<file path="config.mk">
export PLATFORM = sky130hd
export DESIGN_NAME = bus_arbiter
export DESIGN_NICKNAME = d
export VERILOG_FILES = /design/src/rtl/bus_arbiter.sv
export SDC_FILE = /design/constraint.sdc
export NUM_CORES = 1
export LEC_CHECK = 0
export CORE_AREA = 4 4 226 228
export DETAILED_ROUTE_END_ITERATION = 10
export DIE_AREA = 0 0 230 232
export GPL_TIMING_DRIVEN = 0
export PLACE_DENSITY = 0.52
export SYNTH_ARGS = -nofsm -noshare
export SYNTH_HDL_FRONTEND = slang
export SYNTH_SLANG_ARGS = --single-unit
</file>
<file path="constraint.sdc">
create_clock -name i_clk -period 1.9 [get_ports i_clk]
set_input_delay 0.38 -clock i_clk [delete_from_list [all_inputs] [get_ports i_clk]]
set_output_delay 0.38 -clock i_clk [all_outputs]
set_load 0.02 [all_outputs]
</file>
<file path="src/rtl/bus_arbiter.sv">
// Two-master round-robin bus arbiter with 9-region address decode and timeout.
// Latency: unmapped access acks 1 cycle after grant; mapped acks 1 cycle after peripheral ack.
// Backpressure: one transfer in flight; requesters hold req until their ack pulse.
//
// Ports:
//   i_clk, i_rst             clock, synchronous active-high reset
//   i_m0_* / o_m0_*          instruction-fetch master (req/addr/we/wdata/wstrb, ack/rdata/err)
//   i_m1_* / o_m1_*          data master, same set
//   o_sel                    one-hot region select (valid only while waiting on a peripheral)
//   o_addr/o_we/o_wdata/o_wstrb  latched transfer fields, driven only while waiting
//   i_ack, i_rdata           per-region completion and read data (region n at [32n+31:32n])
module bus_arbiter #(
  parameter logic [31:0] BOOT_SIZE = 32'h0000_2000,
  parameter int          XV6_EN    = 0,
  parameter int          TIMEOUT   = 256
) (
  input  logic         i_clk,
  input  logic         i_rst,
  input  logic         i_m0_req,
  input  logic [31:0]  i_m0_addr,
  input  logic         i_m0_we,
  input  logic [31:0]  i_m0_wdata,
  input  logic [3:0]   i_m0_wstrb,
  output logic         o_m0_ack,
  output logic [31:0]  o_m0_rdata,
  output logic         o_m0_err,
  input  logic         i_m1_req,
  input  logic [31:0]  i_m1_addr,
  input  logic         i_m1_we,
  input  logic [31:0]  i_m1_wdata,
  input  logic [3:0]   i_m1_wstrb,
  output logic         o_m1_ack,
  output logic [31:0]  o_m1_rdata,
  output logic         o_m1_err,
  output logic [8:0]   o_sel,
  output logic [31:0]  o_addr,
  output logic         o_we,
  output logic [31:0]  o_wdata,
  output logic [3:0]   o_wstrb,
  input  logic [8:0]   i_ack,
  input  logic [287:0] i_rdata
);

  localparam int CW = $clog2(TIMEOUT);
  localparam logic [31:0] ERR_DATA = 32'hDEAD_BEEF;

  typedef enum logic [1:0] {S_IDLE, S_WAIT, S_RESP} state_t;

  state_t        state_q, state_d;
  logic          last_m1_q;   // last grant went to M1
  logic          gnt_m1_q;    // master owning the current transfer
  logic [8:0]    sel_q;
  logic [31:0]   addr_q, wdata_q, rdata_q;
  logic          we_q, err_q;
  logic [3:0]    wstrb_q;
  logic [CW-1:0] cnt_q;

  logic          any_req, grant_m1;
  logic [31:0]   req_addr, req_wdata;
  logic          req_we;
  logic [3:0]    req_wstrb;
  logic [8:0]    dec_sel;
  logic          dec_hit;
  logic          ack_hit, timeout_hit;
  logic [31:0]   sel_rdata;

  // Round robin: on a tie the master that was not served last wins.
  assign any_req   = i_m0_req | i_m1_req;
  assign grant_m1  = i_m1_req & (~i_m0_req | ~last_m1_q);
  assign req_addr  = grant_m1 ? i_m1_addr  : i_m0_addr;
  assign req_we    = grant_m1 ? i_m1_we    : i_m0_we;
  assign req_wdata = grant_m1 ? i_m1_wdata : i_m0_wdata;
  assign req_wstrb = grant_m1 ? i_m1_wstrb : i_m0_wstrb;

  // Boot region takes priority over the nibble decode; an empty dec_sel means unmapped.
  always_comb begin
    dec_sel = '0;
    dec_hit = 1'b0;
    if (req_addr < BOOT_SIZE) begin
      dec_sel = 9'h001;
      dec_hit = 1'b1;
    end else if (req_addr[31:28] >= 4'h1 && req_addr[31:28] <= 4'h7) begin
      dec_sel = 9'(1) << req_addr[31:28];
      dec_hit = 1'b1;
    end else if (req_addr[31:28] == 4'h8 && XV6_EN != 0) begin
      dec_sel = 9'h100;
      dec_hit = 1'b1;
    end
  end

  always_comb begin
    sel_rdata = '0;
    for (int n = 0; n < 9; n++) begin
      if (sel_q[n]) sel_rdata = sel_rdata | i_rdata[32*n +: 32];
    end
  end

  // Only the selected region's ack counts; it beats a simultaneous timeout.
  assign ack_hit     = |(i_ack & sel_q);
  assign timeout_hit = (cnt_q == CW'(TIMEOUT - 1));

  always_comb begin
    state_d = state_q;
    case (state_q)
      S_IDLE:  if (any_req) state_d = dec_hit ? S_WAIT : S_RESP;
      S_WAIT:  if (ack_hit || timeout_hit) state_d = S_RESP;
      S_RESP:  state_d = S_IDLE;
      default: state_d = S_IDLE;
    endcase
  end

  always_ff @(posedge i_clk) begin
    if (i_rst) begin
      state_q   <= S_IDLE;
      last_m1_q <= 1'b1;
      gnt_m1_q  <= 1'b0;
      sel_q     <= '0;
      addr_q    <= '0;
      we_q      <= 1'b0;
      wdata_q   <= '0;
      wstrb_q   <= '0;
      rdata_q   <= '0;
      err_q     <= 1'b0;
      cnt_q     <= '0;
    end else begin
      state_q <= state_d;
      case (state_q)
        S_IDLE: begin
          cnt_q <= '0;
          if (any_req) begin
            last_m1_q <= grant_m1;
            gnt_m1_q  <= grant_m1;
            addr_q    <= req_addr;
            we_q      <= req_we;
            wdata_q   <= req_wdata;
            wstrb_q   <= req_wstrb;
            sel_q     <= dec_sel;
            err_q     <= ~dec_hit;
            rdata_q   <= dec_hit ? 32'h0 : ERR_DATA;
          end
        end
        S_WAIT: begin
          cnt_q <= cnt_q + 1'b1;
          if (ack_hit) begin
            rdata_q <= we_q ? 32'h0 : sel_rdata;
            err_q   <= 1'b0;
          end else if (timeout_hit) begin
            rdata_q <= ERR_DATA;
            err_q   <= 1'b1;
          end
        end
        default: cnt_q <= '0;
      endcase
    end
  end

  always_comb begin
    o_sel   = '0;
    o_addr  = '0;
    o_we    = 1'b0;
    o_wdata = '0;
    o_wstrb = '0;
    if (state_q == S_WAIT) begin
      o_sel   = sel_q;
      o_addr  = addr_q;
      o_we    = we_q;
      o_wdata = wdata_q;
      o_wstrb = wstrb_q;
    end
  end

  assign o_m0_ack   = (state_q == S_RESP) & ~gnt_m1_q;
  assign o_m1_ack   = (state_q == S_RESP) &  gnt_m1_q;
  assign o_m0_rdata = o_m0_ack ? rdata_q : 32'h0;
  assign o_m1_rdata = o_m1_ack ? rdata_q : 32'h0;
  assign o_m0_err   = o_m0_ack & err_q;
  assign o_m1_err   = o_m1_ack & err_q;

endmodule
</file>
==> impl_metrics.json <==
{
  "yosys-top-cells-area": "dfxtp_1 (31%), and2_1 (11%), a311oi_1 (7.7%), nand2_1 (6.9%), a22oi_1 (4.9%)",
  "placed_area_sq_um": 14530,
  "place_hpwl_um": 50120,
  "skew_ns": 0.007517,
  "sw_frac_of_total": 0.3425,
  "status": "finished, violations left",
  "numCtsBuffers": 17,
  "cp-end-kind": "output port",
  "wire_per_inst_um": 26.71,
  "gr-total-overflow": 0,
  "fin_tns_setup_ns": -19.85,
  "layoutNonFillerInstCount": 2315,
  "setup_viol": 168,
  "peakVddDrop_uv": 634.5,
  "drive_gt1_frac": 0.3175,
  "syn_nets": 1427,
  "drtIter0Drc": 770,
  "fill_cells": 5169,
  "fin_area_sq_um": 16750,
  "tightestPinTransition_ns": 1.086,
  "place_congestion": 0.9804,
  "violations": "setup timing",
  "route.detailed.drc": 0,
  "whs_path_depth": 3,
  "slew_viol_final": 0,
  "htree_levels": 4,
  "critPathKind": "reg2out",
  "endpoint": "o_m0_rdata[29]",
  "grt_pass1_vias": 11460,
  "dieHeight_um": 232,
  "combinationalPowerShare": 0.393,
  "ys_types": 47,
  "start_util": 0.1609,
  "hold_class": "in2reg",
  "drt-total-wl_um": 61840,
  "ys_ff_latch": 123,
  "slew-limit-headroom": 0.2759,
  "crit_slowest_cell": "dfxtp_4",
  "final.setup.worst_slack_ns": -0.2239,
  "viasPerCell": 4.717,
  "cp-startpoint": "state_q[1]$_SDFFE_PP0P_",
  "die_width_um": 230,
  "power_uw": 10820,
  "core_sq_um": 48850,
  "rsz0062_at_grt": "true",
  "synth_enable_flop_cells": 0,
  "r2r_slack_ns": -0.10,
  "ys_warn_count": 0,
  "die-area_sq_um": 53360,
  "synth.top_cell.area_share": 0.3133,
  "worst-path-stages": 6,
  "antenna_found_initial": 27,
  "p_clk_frac": 0.300,
  "netSwitchingPower_uw": 3706,
  "p_per_area_nw_per_um2": 646.1,
  "seq_area_frac_synth": 0.3133,
  "drt-pass1-iter-count": 6,
  "timing.critical_path.buf_inv": 4,
  "clock.fmax_ghz": 0.4708,
  "period_needed_ns": 2.124,
  "synth_ff_type": "dfxtp_1",
  "intPower_uw": 7114,
  "io_buffers": 582,
  "syn_area_per_cell_sq_um": 7.962,
  "r2r_end": "rdata_q[16]$_SDFFE_PP0P_",
  "syn_area_sq_um": 7859,
  "max_stage_delay_ns": 0.37,
  "maxCapViolations": 0,
  "path_clk_slew_ns": 0.06,
  "critPathMaxFanout": 8,
  "grt_pass1_wl_um": 85470,
  "clkSinkCount": 123,
  "dp_slack_ns": -1.435,
  "synth_area_leader_cell": "dfxtp_1",
  "rows": 81,
  "required_ns": 1.52,
  "insertion_delay_ns": 0.44,
  "clock_path_buffers": 2,
  "worstPathCellList": "nor3b_4 > buf_6 > clkbuf_16 > buf_12 > and2_4 > buf_6",
  "power_frac_seq": 0.307,
  "postRouteAntennaNets": 0,
  "ys_async_sr_fraction": 0,
  "critPathTopFamily": "buffers and inverters",
  "grtUsageTotal": 0.2216,
  "crit_path_start_kind": "flip-flop",
  "via_count": 10920,
  "grt_start_max_net_pins": 17,
  "hold_violations": 0,
  "crit_arrival_ns": 1.74,
  "post-route-period-util": 1.118,
  "cts_root_buffer": "clkbuf_16",
  "area_delta_synth_final_pct": 113.1,
  "netlist_instances": 987,
  "num-nets-final": 2068,
  "ioPinCount": 585,
  "p_leak_uw": 0.006436,
  "tritoncts": "built",
  "worst_path_most_repeated_cell": "buf_6",
  "r2r_cells": 6,
  "regToRegStartpoint": "state_q[0]$_SDFFE_PP0P_",
  "placed_cells": 2234
}
Yosys cell counts, drive strengths merged (5+ instances only):
master  count
a211oi     24
o21ai       7
nand2b      5
a222oi     33
nand3      15
dfxtp     123
a311oi     69
buf        22
a31o       24
and2      144
a22o       32
nor4        8
a21oi       5
nor2      119
a221oi     33
nor3       10
nand2     144
clkbuf     83
a22oi      51
sequential cells by signal, indices dropped and copies added (netlist names):
| register | count |
|---|---|
| cnt_q | 8 |
| wstrb_q | 4 |
| rdata_q | 32 |
| addr_q | 32 |
| we_q | 1 |
| wdata_q | 32 |
| state_q | 2 |
| sel_q | 9 |
| gnt_m1_q | 1 |
| err_q | 1 |
| last_m1_q | 1 |
power groups by stage:
stage | sequential, uW | clock (uW) | combinational [uW]
global placement | 3300 | 0 | 3440
CTS | 3310 | 3340 | 4180
detailed placement | 3310 | 0 | 3470
global route | 3370 | 3460 | 4530
finish | 3320 | 3240 | 4250
floorplan | 3190 | 0 | 1600
worst min-delay path, stage by stage:
cell	delay [ns]
dlymetal6s2s_1	0.18
nand2_1	0.08
a311oi_1	0.08
cells in the final DEF, fill, tap and decap left out, types with 27 or more instances in the layout:
| cell type | Yosys | final |
|---|---|---|
| a221oi_1 | 33 | 33 |
| a222oi_1 | 33 | 33 |
| a22o_1 | 32 | 32 |
| a22oi_1 | 51 | 49 |
| a311oi_1 | 69 | 69 |
| and2_1 | 144 | 30 |
| and2_4 | 0 | 114 |
| buf_4 | 0 | 32 |
| buf_6 | 5 | 142 |
| clkbuf_16 | 0 | 27 |
| clkbuf_2 | 1 | 32 |
| clkdlybuf4s50_1 | 0 | 427 |
| dfxtp_1 | 123 | 114 |
| nand2_1 | 144 | 144 |
| nor2_1 | 99 | 94 |
cell type report:
class / instances / area, sq um / area share
Timing Repair Buffer: 629 / 6556 / 0.3915
Multi-Input combinational cell: 756 / 5470 / 0.3267
Sequential cell: 123 / 2479 / 0.1480
Tap cell: 664 / 830.8 / 0.04961
Buffer: 98 / 802.0 / 0.04789
Clock buffer: 19 / 452.9 / 0.02705
Clock inverter: 13 / 118.9 / 0.007098
Antenna cell: 10 / 25.02 / 0.001494
Inverter: 3 / 11.26 / 0.0006724
metal layers:
| layer | track usage | vias to the layer above | routed length (um) |
|---|---|---|---|
| met2 | 0.4068 | 574 | 32060 |
| met1 | 0.2346 | 5237 | 22490 |
| met4 | 0.09792 | 20 | 2442 |
| met5 | 0 | - | 147 |
| met3 | 0.06575 | 110 | 4695 |
| li1 | - | 4980 | - |
cells by family after synthesis:
group	count (synthesis)	synth area share
xor gates and xnor gates	4	0.004459
and+or+nand+nor	464	0.2979
adders and majority gates	1	0.001592
buffers and inverters	108	0.05923
DFF	123	0.3133
AOI/OAI and AO/OA	287	0.3235
how the worst min path moves through the flow:
stage                         from                       to
2_1_floorplan  cnt_q[0]$_SDFF_PP0_      cnt_q[0]$_SDFF_PP0_
4_1_cts                   i_m0_req   last_m1_q$_SDFFE_PP1P_
3_3_place_gp   cnt_q[0]$_SDFF_PP0_      cnt_q[0]$_SDFF_PP0_
6_report             i_m0_addr[28]  addr_q[28]$_SDFFE_PP0P_
3_5_place_dp   cnt_q[0]$_SDFF_PP0_      cnt_q[0]$_SDFF_PP0_
5_1_grt                   i_m0_req   last_m1_q$_SDFFE_PP1P_
timing repair:
action,CTS,global route
buffers inserted,24,12
pin swaps,43,10
setup endpoints to repair,260,248
cloned,13,0
hold buffers,0,0
resized for setup,1118,81
stage by stage:
step / hold WS (ns) / util
3_3_place_gp: 0.4420 / 0.2971
3_5_place_dp: 0.4594 / 0.2975
6_report: 0.3292 / 0.3428
2_1_floorplan: 0.4300 / -
4_1_cts: 0.2975 / 0.3363
5_1_grt: 0.3269 / 0.3428
Note: power is estimated with default switching activity, not from simulation.
